==> config.mk <==
export PLATFORM = sky130hd
export DESIGN_NAME = des_block_loader
export DESIGN_NICKNAME = d
export VERILOG_FILES = /design/src/rtl/des_pkg.sv /design/src/rtl/des_byte_packer.sv /design/src/rtl/des_block_loader.sv
export SDC_FILE = /design/constraint.sdc
export NUM_CORES = 1
export LEC_CHECK = 0
export ABC_AREA = 1
export BUFFER_PORTS_ARGS = -buffer_cell sky130_fd_sc_hd__buf_2
export CORE_MARGIN = 2
export CORE_UTILIZATION = 57
export CTS_BUF_LIST = sky130_fd_sc_hd__clkbuf_4 sky130_fd_sc_hd__clkbuf_8 sky130_fd_sc_hd__clkbuf_16
export DETAILED_ROUTE_END_ITERATION = 6
export PLACE_DENSITY = 0.86
export SETUP_SLACK_MARGIN = 0.5
export SYNTH_ARGS = -nofsm -noshare
export SYNTH_HDL_FRONTEND = slang
export SYNTH_HIERARCHICAL = 1
export SYNTH_SLANG_ARGS = --single-unit
==> constraint.sdc <==
create_clock -name CLK -period 2.95 [get_ports CLK]
set_input_delay 0.59 -clock CLK [delete_from_list [all_inputs] [get_ports CLK]]
set_output_delay 0.59 -clock CLK [all_outputs]
set_load 0.05 [all_outputs]
==> src/rtl/des_pkg.sv <==
// Shared DES datapath constants and the hold-stage state encoding.
// The permutation and round stages reuse the width constants.
package des_pkg;

  localparam int BLOCK_W         = 64;
  localparam int HALF_W          = 32;
  localparam int BYTE_W          = 8;
  localparam int BYTES_PER_BLOCK = 8;
  localparam int CNT_W           = 3;
  localparam int PAD_W           = 4;

  typedef enum logic {
    IDLE    = 1'b0,
    PRESENT = 1'b1
  } hold_state_e;

  // Bytes still missing after the byte at index c closes the block.
  function automatic logic [PAD_W-1:0] padFromCount(input logic [CNT_W-1:0] c);
    return {1'b0, 3'd7 - c};
  endfunction

endpackage

==> src/rtl/des_byte_packer.sv <==
// Fill side of the loader: collects bytes into a block, pads blocks closed
// early by a last byte, and flags the block as full for the hold stage.
module des_byte_packer
  import des_pkg::*;
#(
  parameter logic [BYTE_W-1:0] PAD_BYTE   = 8'h00,
  parameter int                BYTE_COUNT = 8
) (
  input  logic               i_clk,
  input  logic               i_rst,
  input  logic [BYTE_W-1:0]  i_din,
  input  logic               i_din_valid,
  input  logic               i_din_last,
  input  logic               i_take,
  output logic               o_din_ready,
  output logic               o_full,
  output logic [BLOCK_W:1]   o_data,
  output logic [PAD_W-1:0]   o_pad,
  output logic               o_last
);

  if (BYTE_COUNT != BYTES_PER_BLOCK) begin : g_bad_byte_count
    $error("des_byte_packer: BYTE_COUNT must be 8");
  end

  logic [BYTE_W-1:0] r_bytes [BYTES_PER_BLOCK];
  logic [CNT_W-1:0]  r_count;
  logic              r_full;
  logic [PAD_W-1:0]  r_pad;
  logic              r_last;
  logic              r_armed;

  logic w_ready;
  logic w_xfer;

  // r_armed keeps DIN_READY low until the first edge after reset releases.
  assign w_ready = r_armed & ~r_full;
  assign w_xfer  = i_din_valid & w_ready;

  always_ff @(posedge i_clk or posedge i_rst) begin
    if (i_rst) begin
      for (int k = 0; k < BYTES_PER_BLOCK; k++) begin
        r_bytes[k] <= '0;
      end
      r_count <= '0;
      r_full  <= 1'b0;
      r_pad   <= '0;
      r_last  <= 1'b0;
      r_armed <= 1'b0;
    end else begin
      r_armed <= 1'b1;
      if (w_xfer) begin
        r_bytes[r_count] <= i_din;
        if (i_din_last) begin
          // Overwrite the tail so stale bytes from the previous block never leak.
          for (int k = 0; k < BYTES_PER_BLOCK; k++) begin
            if (k > int'(r_count)) begin
              r_bytes[k] <= PAD_BYTE;
            end
          end
          r_pad   <= padFromCount(r_count);
          r_last  <= 1'b1;
          r_count <= '0;
          r_full  <= 1'b1;
        end else if (r_count == 3'd7) begin
          r_pad   <= '0;
          r_last  <= 1'b0;
          r_count <= '0;
          r_full  <= 1'b1;
        end else begin
          r_count <= r_count + 3'd1;
        end
      end else if (i_take) begin
        r_full <= 1'b0;
      end
    end
  end

  assign o_din_ready = w_ready;
  assign o_full      = r_full;
  assign o_pad       = r_pad;
  assign o_last      = r_last;
  assign o_data      = {r_bytes[0], r_bytes[1], r_bytes[2], r_bytes[3],
                        r_bytes[4], r_bytes[5], r_bytes[6], r_bytes[7]};

endmodule

==> src/rtl/des_block_loader.sv <==
// Byte-stream to 64-bit block feeder for the DES initial permutation.
// The packer fills the next block while the hold register presents the current one.
module des_block_loader
  import des_pkg::*;
#(
  parameter logic [BYTE_W-1:0] PAD_BYTE   = 8'h00,
  parameter int                BYTE_COUNT = 8
) (
  input  logic              CLK,
  input  logic              RESET,
  input  logic [BYTE_W-1:0] DIN,
  input  logic              DIN_VALID,
  output logic              DIN_READY,
  input  logic              DIN_LAST,
  output logic [BLOCK_W:1]  PLAIN_TEXT,
  output logic              CHIP_SELECT_BAR,
  output logic              BLOCK_LAST,
  input  logic              BLOCK_ACK,
  output logic [PAD_W-1:0]  PAD_COUNT
);

  hold_state_e       r_state;
  hold_state_e       w_next;
  logic              w_load;
  logic [BLOCK_W:1]  r_data;
  logic              r_last;
  logic [PAD_W-1:0]  r_pad;

  logic              w_full;
  logic [BLOCK_W:1]  w_fill_data;
  logic [PAD_W-1:0]  w_fill_pad;
  logic              w_fill_last;

  des_byte_packer #(
    .PAD_BYTE   (PAD_BYTE),
    .BYTE_COUNT (BYTE_COUNT)
  ) u_packer (
    .i_clk       (CLK),
    .i_rst       (RESET),
    .i_din       (DIN),
    .i_din_valid (DIN_VALID),
    .i_din_last  (DIN_LAST),
    .i_take      (w_load),
    .o_din_ready (DIN_READY),
    .o_full      (w_full),
    .o_data      (w_fill_data),
    .o_pad       (w_fill_pad),
    .o_last      (w_fill_last)
  );

  // An ack arriving with a full fill buffer reloads in place, so chip select never blips high.
  always_comb begin
    w_next = r_state;
    w_load = 1'b0;
    case (r_state)
      IDLE: begin
        if (w_full) begin
          w_next = PRESENT;
          w_load = 1'b1;
        end
      end
      PRESENT: begin
        if (BLOCK_ACK) begin
          if (w_full) begin
            w_load = 1'b1;
          end else begin
            w_next = IDLE;
          end
        end
      end
      default: w_next = IDLE;
    endcase
  end

  always_ff @(posedge CLK or posedge RESET) begin
    if (RESET) begin
      r_state <= IDLE;
      r_data  <= '0;
      r_last  <= 1'b0;
      r_pad   <= '0;
    end else begin
      r_state <= w_next;
      if (w_load) begin
        r_data <= w_fill_data;
        r_last <= w_fill_last;
        r_pad  <= w_fill_pad;
      end
    end
  end

  assign PLAIN_TEXT      = r_data;
  assign BLOCK_LAST      = r_last;
  assign PAD_COUNT       = r_pad;
  assign CHIP_SELECT_BAR = (r_state != PRESENT);

endmodule

# Yosys cells after proc, flatten, opt, wreduce, memory -nomap -nowiden
# Index checks and enable logic that the tools add are counted.
# W data, S select, Z words.
[word_totals] regBits=144 wordCells=66
[classes] eq_ne=2 add_sub_neg=2 n_mux=26 reduce_logical=5 n_bitwise=5 magnitude_cmp=9
[ops] operator="$bwmux W64" n=1
[ops] operator="$mux W8" n=8
[ops] operator="$mux W56" n=1
[ops] operator="$demux W8 S3" n=1
[ops] operator="$gt A3 B3 Y1 const A" n=4
[ops] operator="$mux W1" n=9
[ops] operator="$mux W4" n=2
[ops] operator="$gt A2 B3 Y1 const A" n=2
[ops] operator="$mux W3" n=2
[ops] operator="$ge A4 B4 Y1 const B" n=1
[ops] operator="$lt A4 B1 Y1 const B" n=1
[ops] operator="$not A3 Y4" n=1
[ops] operator="$pmux W1 S2" n=2
[ops] operator="$reduce_and A2 Y1" n=2
[ops] operator="$reduce_bool A2 Y1" n=2
[ops] operator="$add A3 B1 Y3 const B" n=1
[ops] operator="$eq A3 B3 Y1 const B" n=1
[ops] operator="$gt A1 B3 Y1 const A" n=1
[ops] operator="$ne A3 B3 Y1 const B" n=1
[ops] operator="$sub A3 B3 Y3 const A" n=1
[ops] operator="$and A1 B1 Y1" n=2
[ops] operator="$not A1 Y1" n=2
[ops] operator="$logic_and A1 B1 Y1" n=1

# Logic depth before layout (Yosys ltp)
[depth] word_depth=8 ltp_mapped=8 ltp_nobuf=7

# Modules after synthesis
# Netlist, hierarchy kept.
[by_module_without_submodules] module="des_byte_packer" cells_per_inst=440 instances=1 area_each_um2=3479.6
[by_module_without_submodules] module="des_block_loader" cells_per_inst=307 instances=1 area_each_um2=2808.9

# Worst setup path before layout
# No wires, ideal clock.
[synth_path] kind="reg2reg" from="register u_packer.r_count[1]" to="register u_packer.r_bytes (netlist bit u_packer/o_data[1])" setup_slack_ps=1515 arrival_time_ps=1318 setup_ps=118 synth_period_minus_slack_ps=1435 stages_incl_launch_ff=7 path_buffers=1 required_ps=2832 path_cell_list="dfrtp_1 -> ha_1 -> ha_1 -> or2_1 -> clkbuf_1 -> a21oi_1 -> nor2_1"
[synth_via] elab_chain_len=8 word_cells_on_any_way=10
[synth_lines] item="from (decl)" line_no="des_byte_packer.sv:27" text="logic [CNT_W-1:0] r_count;"
[synth_lines] item="from (signal assigned)" line_no="des_byte_packer.sv:71" text="r_count <= r_count + 3'd1;"
[synth_lines] item="$not A3 Y4 (not written as such)" line_no="des_byte_packer.sv:53" text="r_bytes[r_count] <= i_din;"
[synth_lines] item="$ge A4 B4 Y1 (not written as such) / $lt A4 B1 Y1 (equally long branches)" line_no="des_byte_packer.sv:53"
[synth_lines] item="$logic_and A1 B1 Y1 (not written as such)" line_no="des_byte_packer.sv:53"
[synth_lines] item="$mux W8 (not written as such)" line_no="des_byte_packer.sv:53"
[synth_lines] item="$demux W8 S3" line_no="des_byte_packer.sv:53"
[synth_lines] item="$bwmux W64" line_no="des_byte_packer.sv:53"
[synth_lines] item="$mux W8" line_no="des_byte_packer.sv:57" text="if (k > int'(r_count)) begin"
[synth_lines] item="$mux W56 (*)" line_no="des_byte_packer.sv:54" text="if (i_din_last) begin"
[synth_lines] item="to (signal, indexed assignment)" line_no="des_byte_packer.sv:53"
[synth_lines] item="to (decl)" line_no="des_byte_packer.sv:26" text="logic [BYTE_W-1:0] r_bytes [BYTES_PER_BLOCK];"
# Mark *: on every way between the ends. The rest lies on a longest branch, timed or not.
# A chain may end at the register's enable or synchronous reset.

# Worst setup path in the final report
[layout_path] from="register u_packer.r_full (netlist: u_packer/o_full)" to="output DIN_READY"
[layout_via] elab_chain_len=2
[layout_lines] item="from (decl)" line_no="des_byte_packer.sv:28" text="logic r_full;"
[layout_lines] item="from (signal assigned)" line_no="des_byte_packer.sv:46" text="r_full <= 1'b0;"
[layout_lines] item="from (signal assigned)" line_no="des_byte_packer.sv:64" text="r_full <= 1'b1;"
[layout_lines] item="from (signal assigned)" line_no="des_byte_packer.sv:69" text="r_full <= 1'b1;"
[layout_lines] item="$not A1 Y1" line_no="des_byte_packer.sv:37" text="assign w_ready = r_armed & ~r_full;"
[layout_lines] item="$and A1 B1 Y1" line_no="des_byte_packer.sv:37"
[layout_lines] item="to (decl)" line_no="des_block_loader.sv:13" text="output logic DIN_READY,"
# No other way between the ends.

==> impl_results.md <==
- Largest stage delay on the critical path: 0.69 ns
- Net switching power: around 4.2 mW
- HPWL Detailed: about 8.6 mm
- Routed Antenna Nets: 0
- Post-Syn Area per Cell: between 8 and 9 sq um
- Largest net degree at the start of global routing: 74
- Logic pwr share: about two fifths
- GR Overflow Total: 0
- Crit-path max FO: 29
- Die Width: about 110 microns
- Final critical-path required period: roughly 2.3 ns
- Vias per Instance: 5.31
- Setup CP Type: reg -> out
- H-tree levels: 4
- DR WL/cell: 14.9 microns
- DRT Wirelength: about 14 mm
- Die Height: ~110 microns
- Setup crit end kind: output port
- CP Cell Sequence: inv_2 -> nand2_1 -> inv_1 -> buf_2
- Post-Route Setup TNS: 0 ns
- Crit path from: u_packer/o_full
- Clock slew at reported path FFs: 0.06 ns
- CP endpoint: DIN_READY
- Slew Viols, Final: 0
- Via count: between 5k and 6k
- Clk_skew: 0.00790 ns
- P_int: between 5 and 6 mW
- First-pass GRT wire length: 24.0 mm
- Post-cts resize count: 0
- CTS Sinks: around 140
- Final setup vio count: 0
- Switching Fraction: 45.4%
- CP required: around 2.4 ns
- Drt first pass iters: 5
- Gpl congestion: 0.859
- GRT Total Usage: a little over a quarter
- CTS tree: done
- Number of remaining DRC errors: 0
- Iteration-0 DRC Markers: about 480
- Outcome: finished, final reports clean
- Syn nets: around 760
- Synth warn: 6
- RSZ-0062 raised after global routing: false
- Die ar.: around 12000 sq um
- Slowest-stage cell, CP: dfrtp_2
- Crit path buf inv count: 3
- I/O Buffers: a little over 80
- Delay-heaviest family, CP: flip-flops
- Starting density of the core: around three fifths
- Critical Path Start Type: flop
- F_max: 435 MHz
- Worst min path class: in -> async
- I/O pins: 84
- RR Endpoint: u_packer/o_data[40]
- DP Worst Slack: between 0.8 and 0.9 ns
- N_diodes: 0
- Worst IR drop on VDD: approximately 0.73 mV
- Start of the worst register-to-register path: u_packer/o_full
- Worst slew margin: 52.7%
- Synthesis-to-layout area growth: 16.5%
- Fin worst setup slack: around 0.65 ns
- Power share of the sequential group: around 36%
- Final period util: between 70% and 80%
- Hold Fails Final Rpt: 0
- Leak Pwr: ~4.2 nW
- Skew-Pair Late Insertion Delay: 0.52 ns
- Nets: about 840
- Slew @ Worst Pin: between 0.7 and 0.8 ns
- CTS root buffer: clkbuf_8
- Cells after Synth: 747
- Initial antenna violation count: 0
- R2R depth: 6
- CP Data Arrival Time: around 1.7 ns
- CTS Hold Bufs: 0
- Vias in the first global route: between 4k and 5k
- Core Rows: 38
- Reg2reg setup slack: about 0.78 ns
- Post-CTS setup buffers: 0
- # Max-Cap Violations: 0
- Post-synthesis sequential area ratio: a little under three fifths
- Share of cells above drive strength 1: roughly 18%
- Clock Power Share: 24.6%
- CTS Buffer Depth: 2
- Yosys cell types: 26
- CTS buffer count: 17
- Pwr dens: about 1300 nW/um^2
- Flops & latches, synth: 143
- Core area: between 10000 and 15000 sq um
- Mapped Area: ~6300 sq um
- Stages on worst setup path: 4
==> cell families (layout without fill, tap and decap cells) <==
kind of cell / Yosys count / after routing / synth area share, %
other: 2 / 2 / 0.119
flip-flops: 143 / 143 / 56.9
AO/OA/AOI/OAI: 25 / 25 / 2.09
AND/OR/NAND/NOR: 486 / 486 / 32.8
buffers and inverters: 87 / 174 / 7.26
adder cells (fa/ha/maj): 4 / 4 / 0.796
==> metal layers <==
layer | GRT usage (%) | up-vias | wire length, microns | part of all wire [%]
li1 | - | 2452 | - | -
met1 | 33.9 | 2499 | 6050 | 42
met2 | 43.6 | 190 | 7260 | 50
met3 | 5.68 | 28 | 821 | 5.7
met4 | 10.7 | 0 | 331 | 2.3
met5 | 0 | - | 0 | 0
==> worst min path at each step <==
stage                                     end  depth (start not counted)
after global routing      u_packer/o_data[56]                          3
after CTS                 u_packer/o_data[56]                          3
final                     u_packer/o_data[56]                          3
after detailed placement       PLAIN_TEXT[20]                          2
after global placement         PLAIN_TEXT[58]                          2
after floorplan               u_packer/o_last                          2
==> final cells by class <==
type | instances | area (sq um)
Tap cell | 140 | 175
Inverter | 55 | 211
Clock inverter | 14 | 213
Timing Repair Buffer | 87 | 470
Fill cell | 833 | 3470
Clock buffer | 18 | 422
Sequential cell | 143 | 3580
Multi-Input combinational cell | 517 | 2250
==> synthesized netlist by cell type <==
library cell  instances  area [sq um]
nand2_1             284          1070
dfrtp_1             143          3580
nor2_1               97           364
nand3_1              83           415
inv_1                46           173
a21oi_1              18          90.1
buf_2                16          80.1
buf_6                13           146
inv_2                 8          30.0
nor2_4                6          67.6
nor2_2                5          31.3
o21ai_0               5          25.0
ha_1                  4          50.1
nand2_2               3          18.8
buf_4                 2          15.0
conb_1                2          7.51
nand3_2               2          20.0
nor2_8                2          40.0
clkbuf_1              1          3.75
inv_6                 1          8.76
nand2_4               1          11.3
nand3_4               1          17.5
nand4_1               1          6.26
o21ai_2               1          8.76
o21bai_1              1          7.51
or2_1                 1          6.26
==> sequential cells by signal, indices dropped and copies added (netlist names) <==
signal,count
BLOCK_LAST,1
u_packer/o_pad,3
PLAIN_TEXT,64
u_packer/r_count,3
u_packer/o_data,64
u_packer/o_full,1
u_packer/o_last,1
r_state,1
u_packer/r_armed,1
PAD_COUNT,4
==> power groups by stage <==
stage                     sequential [mW]  clock, mW  combinational [mW]
after floorplan                      4.58          0                1.73
after global placement               3.32          0                3.59
after detailed placement             3.33          0                3.70
after CTS                            3.32       2.32                3.75
after global routing                 3.42       2.40                4.07
final                                3.32       2.30                3.73
==> worst reg2reg max path, cell delays in order (launching register included) <==
cell and delay [ns]:
dfrtp_2 0.60, inv_2 0.18, nand3_4 0.32, nor2_1 0.68, nand2_1 0.12, nand2_1 0.12
nor2_1 0.05
==> stage by stage <==
step	utilization (%)	std cells	cell area, sq um	hold slack (ns)	power, mW
finish	67.9	974	7320	0.163	9.35
global route	67.9	974	7320	0.175	9.90
CTS	67.9	974	7320	0.164	9.39
detailed placement	62.0	942	6690	0.453	7.03
global placement	62.0	942	6690	0.451	6.91
floorplan	-	747	6290	0.443	6.31
==> cells in the final DEF (no fill, tap or decap), types with 5 or more instances in the layout <==
cell / count
a21oi_1: 18
nor2_1: 97
nor2_4: 6
o21ai_0: 5
inv_1: 44
nor2_2: 5
buf_2: 83
inv_2: 10
dfrtp_1: 142
nand2_1: 284
nand3_1: 83
bufinv_16: 5
clkbuf_16: 16
Power figures use the tool's default switching activity.
